--- config.mk ---
export PLATFORM = sky130hd
export DESIGN_NAME = masked_xor_fold_flat
export DESIGN_NICKNAME = d
export VERILOG_FILES = /design/src/rtl/masked_xor_fold_if.sv /design/src/rtl/masked_xor_fold.sv /design/src/flat_wrapper.sv
export SDC_FILE = /design/constraint.sdc
export NUM_CORES = 1
export LEC_CHECK = 0
export BUFFER_PORTS_ARGS = -buffer_cell sky130_fd_sc_hd__buf_4
export CORE_MARGIN = 1.5
export CORE_UTILIZATION = 40
export DETAILED_ROUTE_END_ITERATION = 10
export PLACE_DENSITY = 0.74
export SYNTH_ARGS = -nofsm -noshare
export SYNTH_HDL_FRONTEND = slang
export SYNTH_SLANG_ARGS = --single-unit
--- constraint.sdc ---
create_clock -name clk_i -period 3.2 [get_ports clk_i]
set_input_delay 0.48 -clock clk_i [delete_from_list [all_inputs] [get_ports clk_i]]
set_output_delay 0.48 -clock clk_i [all_outputs]
set_load 0.005 [all_outputs]
--- src/rtl/masked_xor_fold_if.sv ---
// -----------------------------------------------------------------------------
// masked_xor_fold_if
//
// Purpose: bundles the data/handshake signals of the masked_xor_fold unmasking
// unit. The clock and the reset stay plain ports on the module.
//
// Parameters:
//   K_WIDTH   bit width of one share
//   N_SHARES  number of input shares (>= 2)
//
// Signals (names as seen by the unit):
//   i_dvld  input shares valid
//   i_rvld  randomness on i_n valid this cycle
//   i_n     N_SHARES-1 fresh random words, word r at [r*K_WIDTH +: K_WIDTH]
//   i_x     input shares, share s at [s*K_WIDTH +: K_WIDTH]
//   i_ordy  downstream ready
//   o_irdy  upstream ready; an input is taken when i_dvld & o_irdy
//   o_z     recombined cleartext
//   o_dvld  o_z valid
//
// Modports:
//   master  the producer/consumer side that drives i_* and observes o_*
//   slave   the unmasking unit itself
// -----------------------------------------------------------------------------
interface masked_xor_fold_if #(
  parameter int K_WIDTH  = 32,
  parameter int N_SHARES = 3
);
  localparam int RANDNUM = N_SHARES - 1;

  logic                          i_dvld;
  logic                          i_rvld;
  logic [K_WIDTH*RANDNUM-1:0]    i_n;
  logic [K_WIDTH*N_SHARES-1:0]   i_x;
  logic                          i_ordy;
  logic                          o_irdy;
  logic [K_WIDTH-1:0]            o_z;
  logic                          o_dvld;

  modport master (
    output i_dvld,
    output i_rvld,
    output i_n,
    output i_x,
    output i_ordy,
    input  o_irdy,
    input  o_z,
    input  o_dvld
  );

  modport slave (
    input  i_dvld,
    input  i_rvld,
    input  i_n,
    input  i_x,
    input  i_ordy,
    output o_irdy,
    output o_z,
    output o_dvld
  );
endinterface

--- src/rtl/masked_xor_fold.sv ---
// -----------------------------------------------------------------------------
// masked_xor_fold
//
// Purpose: N-share Boolean unmasking. Recombines N_SHARES shares of a K_WIDTH
// value into the cleartext XOR through a registered refresh-before-fold tree.
// Every pair of shares is re-masked with one fresh random word and registered
// before the pair is XORed together in the next layer, so no register ever
// holds a partially unmasked value that has not been refreshed first.
//
// Parameters:
//   K_WIDTH   bit width of one share (default 32)
//   N_SHARES  number of input shares, >= 2 (default 3)
//   Derived (localparams, not overridable):
//     LAYERS  = $clog2(N_SHARES)  pipeline depth
//     RANDNUM = N_SHARES - 1      random words consumed per advance
//
// Ports:
//   clk_i   clock
//   rst_ni  asynchronous active-low reset; clears all valid and data registers
//   bus     masked_xor_fold_if.slave (i_dvld, i_rvld, i_n, i_x, i_ordy,
//           o_irdy, o_z, o_dvld)
//
// Optional build macro:
//   MASKED_XOR_FOLD_ZEROIZE_EN  when defined, a stage whose incoming valid is 0
//                               loads zeros on an advance instead of folded
//                               share data, so idle registers hold no share
//                               remnants and o_z reads 0 behind a bubble.
// -----------------------------------------------------------------------------
module masked_xor_fold #(
  parameter int K_WIDTH  = 32,
  parameter int N_SHARES = 3
) (
  input  logic             clk_i,
  input  logic             rst_ni,
  masked_xor_fold_if.slave bus
);

  localparam int LAYERS  = $clog2(N_SHARES);
  localparam int RANDNUM = N_SHARES - 1;

  // Number of shares entering layer l: m_0 = N_SHARES, m_{l+1} = ceil(m_l/2).
  function automatic int layer_m(input int l);
    int m;
    m = N_SHARES;
    for (int i = 0; i < l; i++) begin
      m = (m + 1) / 2;
    end
    return m;
  endfunction

  if (N_SHARES < 2) begin : g_bad_param
    $error("masked_xor_fold: N_SHARES must be >= 2");
  end

  // ---------------------------------------------------------------------------
  // Storage. Every layer gets a full N_SHARES-wide row for regular indexing;
  // entries at or above m_l are tied to zero and never observed.
  // ---------------------------------------------------------------------------
  logic [K_WIDTH-1:0] sh_q    [LAYERS][N_SHARES];  // stage registers
  logic [K_WIDTH-1:0] sh_d    [LAYERS][N_SHARES];  // value loaded on advance
  logic [K_WIDTH-1:0] lay_in  [LAYERS][N_SHARES];  // shares entering layer l
  logic [K_WIDTH-1:0] lay_ref [LAYERS][N_SHARES];  // shares after refresh
  logic [LAYERS-1:0]  v_q;                         // per-stage valid
  logic [LAYERS-1:0]  v_d;                         // valid arriving at stage
  logic               en;                          // global advance

  // The whole pipe moves as one: it needs fresh randomness every advance and
  // may only move while the output is empty or being consumed.
  assign en = bus.i_rvld & (~v_q[LAYERS-1] | bus.i_ordy);

  // ---------------------------------------------------------------------------
  // Per-layer combinational datapath
  // ---------------------------------------------------------------------------
  for (genvar gi = 0; gi < LAYERS; gi++) begin : g_layer
    localparam int M    = layer_m(gi);
    // First random word of this layer: earlier layers used N_SHARES - M words.
    localparam int ROFF = N_SHARES - M;

    if (gi == 0) begin : g_vin_first
      assign v_d[gi] = bus.i_dvld;
    end else begin : g_vin_next
      assign v_d[gi] = v_q[gi-1];
    end

    for (genvar gj = 0; gj < N_SHARES; gj++) begin : g_share
      if (gj >= M) begin : g_idle
        assign lay_in[gi][gj]  = '0;
        assign lay_ref[gi][gj] = '0;
        assign sh_d[gi][gj]    = '0;
      end else begin : g_live
        // -- share source -----------------------------------------------------
        if (gi == 0) begin : g_src_x
          assign lay_in[gi][gj] = bus.i_x[gj*K_WIDTH +: K_WIDTH];
        end else if (2*gj + 1 < layer_m(gi - 1)) begin : g_src_fold
          // Fold a refreshed, registered pair from the previous stage.
          assign lay_in[gi][gj] = sh_q[gi-1][2*gj] ^ sh_q[gi-1][2*gj+1];
        end else begin : g_src_fwd
          // Odd last share of the previous stage is forwarded unchanged.
          assign lay_in[gi][gj] = sh_q[gi-1][2*gj];
        end

        // -- refresh ----------------------------------------------------------
        // Both members of pair gj/2 get the same random word, so their XOR is
        // preserved while each individual register value is re-masked.
        if ((gj / 2) < (M / 2)) begin : g_refresh
          assign lay_ref[gi][gj] =
            lay_in[gi][gj] ^ bus.i_n[(ROFF + gj/2)*K_WIDTH +: K_WIDTH];
        end else begin : g_pass
          assign lay_ref[gi][gj] = lay_in[gi][gj];
        end

        // -- stage load value ---------------------------------------------------
`ifdef MASKED_XOR_FOLD_ZEROIZE_EN
        assign sh_d[gi][gj] = v_d[gi] ? lay_ref[gi][gj] : '0;
`else
        assign sh_d[gi][gj] = lay_ref[gi][gj];
`endif
      end
    end
  end

  // ---------------------------------------------------------------------------
  // Stage registers: all stages shift together on en, hold otherwise.
  // ---------------------------------------------------------------------------
  always_ff @(posedge clk_i or negedge rst_ni) begin
    if (!rst_ni) begin
      v_q  <= '0;
      sh_q <= '{default: '0};
    end else if (en) begin
      v_q  <= v_d;
      sh_q <= sh_d;
    end
  end

  // ---------------------------------------------------------------------------
  // Outputs. The last stage always holds exactly two shares; their XOR is the
  // cleartext and is produced combinationally from the registers.
  // ---------------------------------------------------------------------------
  assign bus.o_irdy = en;
  assign bus.o_dvld = v_q[LAYERS-1];
  assign bus.o_z    = sh_q[LAYERS-1][0] ^ sh_q[LAYERS-1][1];

endmodule

--- src/flat_wrapper.sv ---
// flat-port wrapper written by rule: the top's interface ports become plain ports
module masked_xor_fold_flat 
#(
  parameter int K_WIDTH  = 32,
  parameter int N_SHARES = 3
)
  (clk_i, rst_ni, bus_i_dvld, bus_i_rvld, bus_i_n, bus_i_x, bus_i_ordy, bus_o_irdy, bus_o_z, bus_o_dvld);
  masked_xor_fold_if #(.K_WIDTH(K_WIDTH), .N_SHARES(N_SHARES)) bus_i ();
  input  logic clk_i;
  input  logic rst_ni;
  input wire logic [$bits(bus_i.i_dvld)-1:0] bus_i_dvld;
  input wire logic [$bits(bus_i.i_rvld)-1:0] bus_i_rvld;
  input wire logic [$bits(bus_i.i_n)-1:0] bus_i_n;
  input wire logic [$bits(bus_i.i_x)-1:0] bus_i_x;
  input wire logic [$bits(bus_i.i_ordy)-1:0] bus_i_ordy;
  output wire logic [$bits(bus_i.o_irdy)-1:0] bus_o_irdy;
  output wire logic [$bits(bus_i.o_z)-1:0] bus_o_z;
  output wire logic [$bits(bus_i.o_dvld)-1:0] bus_o_dvld;
  assign bus_i.i_dvld = bus_i_dvld;
  assign bus_i.i_rvld = bus_i_rvld;
  assign bus_i.i_n = bus_i_n;
  assign bus_i.i_x = bus_i_x;
  assign bus_i.i_ordy = bus_i_ordy;
  assign bus_o_irdy = bus_i.o_irdy;
  assign bus_o_z = bus_i.o_z;
  assign bus_o_dvld = bus_i.o_dvld;
  masked_xor_fold #(.K_WIDTH(K_WIDTH), .N_SHARES(N_SHARES)) u_core (.clk_i(clk_i), .rst_ni(rst_ni), .bus(bus_i));
endmodule
Word level (Yosys, flattened, before mapping)
Index checks and enable logic that the tools add are counted.
W data, S select, Z words.
{"block": "totals", "ff_bits": 162, "latchBits": 0, "ramBits": 0, "romBits": 0, "input_bits": 165, "word_cells": 15, "n_memories": 0}
{"block": "classes", "add_sub_neg": 0, "multipliers": 0, "div_mod_pow": 0, "magnitude_cmp": 0, "n_eq_ne": 0, "shift": 0, "n_mux": 0, "bitwise": 9, "n_reduce_logical": 0}
{"op": "$xor A32 B32 Y32", "count": 6}
{"op": "$and A1 B1 Y1", "count": 1}
{"op": "$not A1 Y1", "count": 1}
{"op": "$or A1 B1 Y1", "count": 1}

Logic depth before layout (Yosys ltp)
Gate-level depths: netlist (run 1).
{"block": "logic_depth", "ltp_word": 3, "depth_mapped": 7, "mapped_depth_nobuf": 3}

Worst setup path after synthesis (run 1)
Ideal clock, no wire load.
{"block": "synth_path", "path_type": "input to output", "start": "input bus_i_ordy", "end": "output bus_o_irdy", "arrival_ps": 1310, "slack_ps": 1410, "path_stages": 6, "n_path_buf": 4, "cell_sequence": "nand2b_1 -> buf_2 -> and2_4 -> buf_6 -> buf_6 -> buf_6"}
{"block": "synth_between", "elab_chain_cells": 2}
{"element": "start, declared", "line_no": "flat_wrapper.sv:15", "text": "input wire logic [$bits(bus_i.i_ordy)-1:0] bus_i_ordy;"}
{"element": "$or A1 B1 Y1", "line_no": "masked_xor_fold.sv:69", "text": "assign en = bus.i_rvld & (~v_q[LAYERS-1] | bus.i_ordy);"}
{"element": "$and A1 B1 Y1", "line_no": "masked_xor_fold.sv:69"}
{"element": "end, declared", "line_no": "flat_wrapper.sv:16", "text": "output wire logic [$bits(bus_i.o_irdy)-1:0] bus_o_irdy;"}
Every way passes these cells.

Worst setup path in the final report (run 1)
{"block": "layout_path", "start": "input bus_i_rvld", "end": "output bus_o_irdy"}
{"block": "layout_between", "elab_chain_cells": 1}
{"element": "start, declared", "line_no": "flat_wrapper.sv:12", "text": "input wire logic [$bits(bus_i.i_rvld)-1:0] bus_i_rvld;"}
{"element": "$and A1 B1 Y1", "line_no": "masked_xor_fold.sv:69"}
Every way passes these cells.

==> flow_summary.json, run 1 <==
{
  "status": "finished, final reports clean",
  "cts_tree": "built",
  "die_y_um": 146,
  "grt_max_degree": 80,
  "final.period_utilization_pct": 61.2,
  "period_minus_slack_ns": 1.96,
  "relSlewSlack_pct": 51.3,
  "cts_htree_levels": 4,
  "ioPinCount": 199,
  "layout-area-overhead-vs-synth_pct": 28.5,
  "place_ws_ns": 1.06,
  "clkTransAtPathRegs_ns": 0.06,
  "setup_viol": 0,
  "layout-drive-gt1-share_pct": 42.6,
  "final_core_util_pct": 52.2,
  "grt-ovfl-total": 0,
  "yosys_warnings": 0,
  "drt-pass1-iter-count": 6,
  "crit_path_end_kind": "output port",
  "hold_buffers": 0,
  "hold_class": "input port to async pin",
  "cts-resized-gates": 0,
  "start_util_pct": 40.7,
  "syn_area_um2": 8200,
  "coreArea_um2": 20200,
  "routedWlPerCell_um": 14.6,
  "ys_ff_latch": 162,
  "stdcell_count": 1124,
  "cts.sinks": 162,
  "cpLargestDelayFamily": "buffers and inverters",
  "cp.arrival_ns": 1.48,
  "critPathBufInv": 2,
  "hold_ws_ns": 0.102,
  "drcViolationCount": 0,
  "grt_first_pass_wirelength_um": 27400,
  "powerDensity_nw_per_um2": 832,
  "total_power_mw": 8.76,
  "synth.avg_cell_area_um2": 12.5,
  "reg2reg_slack_ns": 1.26,
  "row_count": 52,
  "clock_latency_ns": 0.42,
  "cts_made_buffers": 17,
  "cts_buffer_depth": 2,
  "ant_nets": 0,
  "fillers": 1797,
  "fin_ws_ns": 1.24,
  "rsz0062_at_grt": "false",
  "timing.fmax_mhz": 511,
  "seq_area_frac_synth_pct": 49.4,
  "cpMostUsedCell": "buf_4",
  "placed_area_um2": 9880,
  "crit_chain": "buf_4 > and2_4 > buf_4",
  "synth_nets": 819,
  "slowest_stage": "and2_4",
  "via_per_inst": 4.74,
  "dp_hpwl_um": 10900,
  "wl_um": 16400,
  "p_leak_nw": 4.46,
  "worstPathRequired_ns": 2.72,
  "tns_ns": 0,
  "dp_cells": 1092,
  "grt_pass1_vias": 5453,
  "slew_violations": 0,
  "synth_cell_types": 13,
  "path_max_fanout": 35,
  "irDropWorstVdd_v": 0.000327,
  "io_buffers": 198,
  "fin_worst_skew_ns": 0.00818,
  "vias": 5324,
  "crit_type": "input port to output port",
  "place.gp.congestion": 0.719,
  "worst_path_largest_cell_delay_ns": 0.43,
  "antenna_found_initial": 0,
  "fin_nets": 1006,
  "worst_pin_slew_ns": 0.730,
  "postCtsSetupBuffers": 0,
  "num_antenna_cells": 0,
  "drv_cap": 0,
  "drt_iter0_drc": 151,
  "stdcell_area_um2": 10500,
  "grt_use_total_pct": 16.0,
  "netlist_instances": 654,
  "cts_root_buf": "clkbuf_16",
  "die_w_um": 146,
  "worstSetupStartpointType": "input port",
  "die_area_um2": 21400,
  "hold_viol": 0
}
[power by group]
part | internal [mW] | leakage, nW | switching (mW)
clock | 1.43 | 0.321 | 0.820
sequential | 2.80 | 1.83 | 0.542
combinational | 1.90 | 2.31 | 1.27
total | 6.13 | 4.46 | 2.63
[synthesized netlist by cell type]
library cell    n  area share, %
dfrtp_1       162             49
and2_4          1           0.11
mux2_1          2           0.27
a21oi_1       133            8.1
buf_6          17            2.3
a21oi_2        59            6.3
xnor2_1       160             17
nand2b_1        1          0.076
mux2_4         64             12
clkbuf_1       19           0.87
xor2_1         32            3.4
buf_2           3           0.18
buf_4           1          0.092
[cell families (layout without fill, tap and decap cells)]
kind of cell,after synthesis,after routing,synth area share (%)
AO/OA/AOI/OAI,192,192,14.4
XOR/XNOR,192,192,20.5
flip-flops,162,162,49.4
multiplexers,66,66,12.0
buffers and inverters,40,240,3.48
AND/OR/NAND/NOR,2,2,0.183
[path summary, 6_finish.rpt]
check | start | end | cells past startpoint
setup / recovery | bus_i_rvld | bus_o_irdy | 3
hold / removal | rst_ni | u_core.sh_q[90]$_DFFE_PN0P_ | 1
setup reg to reg | u_core.v_q[1]$_DFFE_PN0P_ | u_core.sh_q[52]$_DFFE_PN0P_ | 5
hold reg to reg | u_core.v_q[0]$_DFFE_PN0P_ | u_core.v_q[0]$_DFFE_PN0P_ | 1
max in group asynchronous | rst_ni | u_core.sh_q[73]$_DFFE_PN0P_ | 2
min in group clk_i | bus_i_dvld | u_core.v_q[0]$_DFFE_PN0P_ | 2
[metal layers]
layer / GRT usage, % / vias up / part of all wire [%]
met2: 24.7 / 131 / 47
met4: 5.00 / 0 / 1.3
met1: 22.1 / 2574 / 46
met5: 0 / - / 0
li1: - / 2601 / -
met3: 4.00 / 18 / 4.9
[cells in the final DEF (no fill, tap or decap)]
cell and count:
clkbuf_1 1, mux2_4 64, bufinv_16 5, buf_6 1, xnor2_1 160, clkbuf_8 2, nand2b_4 1, mux2_1 2
clkinv_4 3, xor2_1 32, inv_6 1, clkbuf_16 17, dfrtp_1 162, a21oi_2 59, and2_4 1, buf_4 203
clkinvlp_4 1, clkinv_2 2, buf_12 4, a21oi_1 133
[area by class of cell]
cell class	instances	area, um^2	area share (%)
flip-flops and latches	162	4050	38.5
multi-input cells	452	3870	36.7
repair buffers	208	1620	15.3
clock buffers	20	457	4.33
well taps	270	338	3.21
clock inverters	12	203	1.92
[registers in the layout, summed over array words and instances, names as in the netlist]
name           flops
u_core.lay_in     32
u_core.v_q         2
u_core.sh_q      128
No activity file was read; power rests on OpenSTA's default activity.
==> run 2, diff against run 1 <==
==> constraint.sdc (replaced) <==
create_clock -name clk_i -period 2 [get_ports clk_i]
set_input_delay 0.3 -clock clk_i [delete_from_list [all_inputs] [get_ports clk_i]]
set_output_delay 0.3 -clock clk_i [all_outputs]
set_load 0.005 [all_outputs]
==> run 2 against run 1 <==
  * Critical path depth increased by 1
  * Total power increased by 57%
  * Clock power is 44% higher
  * First-iteration DRC count rose by 11%
  * Flip-flop and latch count unchanged
  * Register-to-register slack got worse by 0.91 ns
  * Via count increased by 0.83%
  * Sequential power grew 60%
  * Core utilization grew 0.27 points
==> flow_summary.json, run 2 (same netlist as run 1, synthesis figures left out) <==
{
  "crit_path_end_kind": "output port",
  "multi_input_comb_area_um2": 3870,
  "stdcell_area_um2": 10600,
  "r2r-end": "u_core.sh_q[92]$_DFFE_PN0P_",
  "regMostFlops": "u_core.sh_q",
  "grt_max_degree": 97,
  "layout-drive-gt1-share_pct": 42.7,
  "rsz0062_at_grt": "false",
  "status": "finished, final reports clean",
  "start_util_pct": 40.7,
  "slew_violations": 0,
  "die_w_um": 146,
  "cp.arrival_ns": 1.60,
  "crit_chain": "nand2b_4 > and2_4 > buf_16 > buf_4",
  "path_max_fanout": 15,
  "drv_cap": 0,
  "layout_commonest_cell": "buf_4",
  "ioPinCount": 199,
  "hold-path-endpoint": "u_core.v_q[0]$_DFFE_PN0P_",
  "worstPathRequired_ns": 1.70,
  "drt_iter0_drc": 168,
  "reg2reg_slack_ns": 0.35,
  "num_antenna_cells": 0,
  "row_count": 52,
  "tns_ns": 0,
  "io_buffers": 198,
  "ant_nets": 0,
  "worst_pin_slew_ns": 0.517,
  "worstSetupStartpointType": "register",
  "setup_viol": 0,
  "p_leak_nw": 4.50,
  "hold_viol": 0,
  "cts_buffer_depth": 2,
  "grt_use_total_pct": 16.6,
  "fillers": 1808,
  "hold_start": "bus_i_dvld",
  "worst_path_largest_cell_delay_ns": 0.43,
  "cts.sinks": 162,
  "clock_latency_ns": 0.42,
  "fin_nets": 1011,
  "coreArea_um2": 20200,
  "vias": 5368,
  "drcViolationCount": 0,
  "dp_hpwl_um": 11100,
  "die_area_um2": 21400,
  "antenna_found_initial": 0,
  "placed_area_um2": 9920,
  "layout_common_cells": "203 x buf_4, 162 x dfrtp_1, 160 x xnor2_1",
  "clkTransAtPathRegs_ns": 0.06,
  "layout-area-overhead-vs-synth_pct": 29.1,
  "hold_class": "input port to register",
  "cts_htree_levels": 4,
  "final.period_utilization_pct": 95.0,
  "routedWlPerCell_um": 15.0,
  "cts_root_buf": "clkbuf_16",
  "grt_first_pass_wirelength_um": 28300,
  "grt_pass1_vias": 5611,
  "timing.fmax_mhz": 526,
  "holdPathStages": 2,
  "via_per_inst": 4.75,
  "largest_reg_flops": 128,
  "crit_type": "register to output port",
  "grt-ovfl-total": 0,
  "cts_made_buffers": 17,
  "die_y_um": 146,
  "cts_tree": "built",
  "place.gp.congestion": 0.727,
  "register_area_um2": 4050,
  "fin_worst_skew_ns": 0.0101,
  "wl_um": 16900,
  "drt-pass1-iter-count": 4,
  "relSlewSlack_pct": 65.5,
  "rr_worst_depth": 4,
  "reg2reg_from": "u_core.v_q[1]$_DFFE_PN0P_",
  "irDropWorstVdd_v": 0.000896,
  "powerDensity_nw_per_um2": 1300,
  "period_minus_slack_ns": 1.90,
  "slowest_stage": "dfrtp_1"
}
run 2: cell types whose count changed in the layout (fill, tap and decap cells not counted), sizes merged:
cell | before | now
bufinv | 5 | 2
clkbuf | 20 | 23
buf | 208 | 210
bufbuf | 0 | 2
clkinvlp | 1 | 2
dlygate4sd3 | 0 | 1
inv | 1 | 0
run 2: per-stage QoR:
step                hold WS [ns]  std cells  total power [mW]  util [%]  setup WS (ns)
global route              0.0855       1129              14.6      52.5         0.0203
detailed placement         0.295       1094              10.5      49.2          0.355
finish                     0.102       1129              13.7      52.5         0.0997
floorplan                0.00441        654              8.64         -          0.516
CTS                       0.0839       1129              13.9      52.5         0.0635
global placement           0.298       1094              10.4      49.2          0.370
run 2: how the worst max path moves through the flow:
| stage | to | slack, ns | depth (start not counted) | start |
|---|---|---|---|---|
| 2_1_floorplan | bus_o_irdy | 0.52 | 6 | u_core.v_q[1]$_DFFE_PN0P_ |
| 6_report | bus_o_irdy | 0.1 | 4 | u_core.v_q[1]$_DFFE_PN0P_ |
| 3_5_place_dp | bus_o_irdy | 0.35 | 4 | u_core.v_q[1]$_DFFE_PN0P_ |
| 3_3_place_gp | bus_o_irdy | 0.37 | 5 | bus_i_ordy |
| 4_1_cts | bus_o_irdy | 0.06 | 4 | u_core.v_q[1]$_DFFE_PN0P_ |
| 5_1_grt | bus_o_irdy | 0.02 | 4 | u_core.v_q[1]$_DFFE_PN0P_ |
run 2: critical path: cells and delay by family, from the launching register on:
kind          cells  cell delay [ns]
buf+inv           2             0.34
flops             1             0.43
simple gates      2             0.40
run 2: power breakdown:
group | switching [mW] | internal (mW) | total, mW
registers | 0.859 | 4.48 | 5.34
clock network | 1.27 | 1.97 | 3.24
logic | 2.04 | 3.12 | 5.16
total | 4.17 | 9.56 | 13.7
run 2: cell type report:
class	instances	area share, %
repair buffers	213	16.4
flip-flops and latches	162	38.3
clock inverters	9	0.981
well taps	270	3.19
multi-input cells	452	36.5
clock buffers	23	4.61
run 2: timing repair:
action,in CTS,in global routing
buffers inserted,0,0
endpoints found under the hold margin,49,0
setup endpoints to repair,1,0
resized for setup,1,0
hold buffers,1,0
run 2: routing by layer:
metal / up-vias / track usage (%) / share of wire [%] / wire (um)
li1: 2598 / - / - / -
met1: 2634 / 21.7 / 46 / 7700
met2: 130 / 27.7 / 49 / 8330
met3: 6 / 4.16 / 4.3 / 720
met4: 0 / 3.99 / 0.78 / 132
met5: - / 0 / 0 / 0
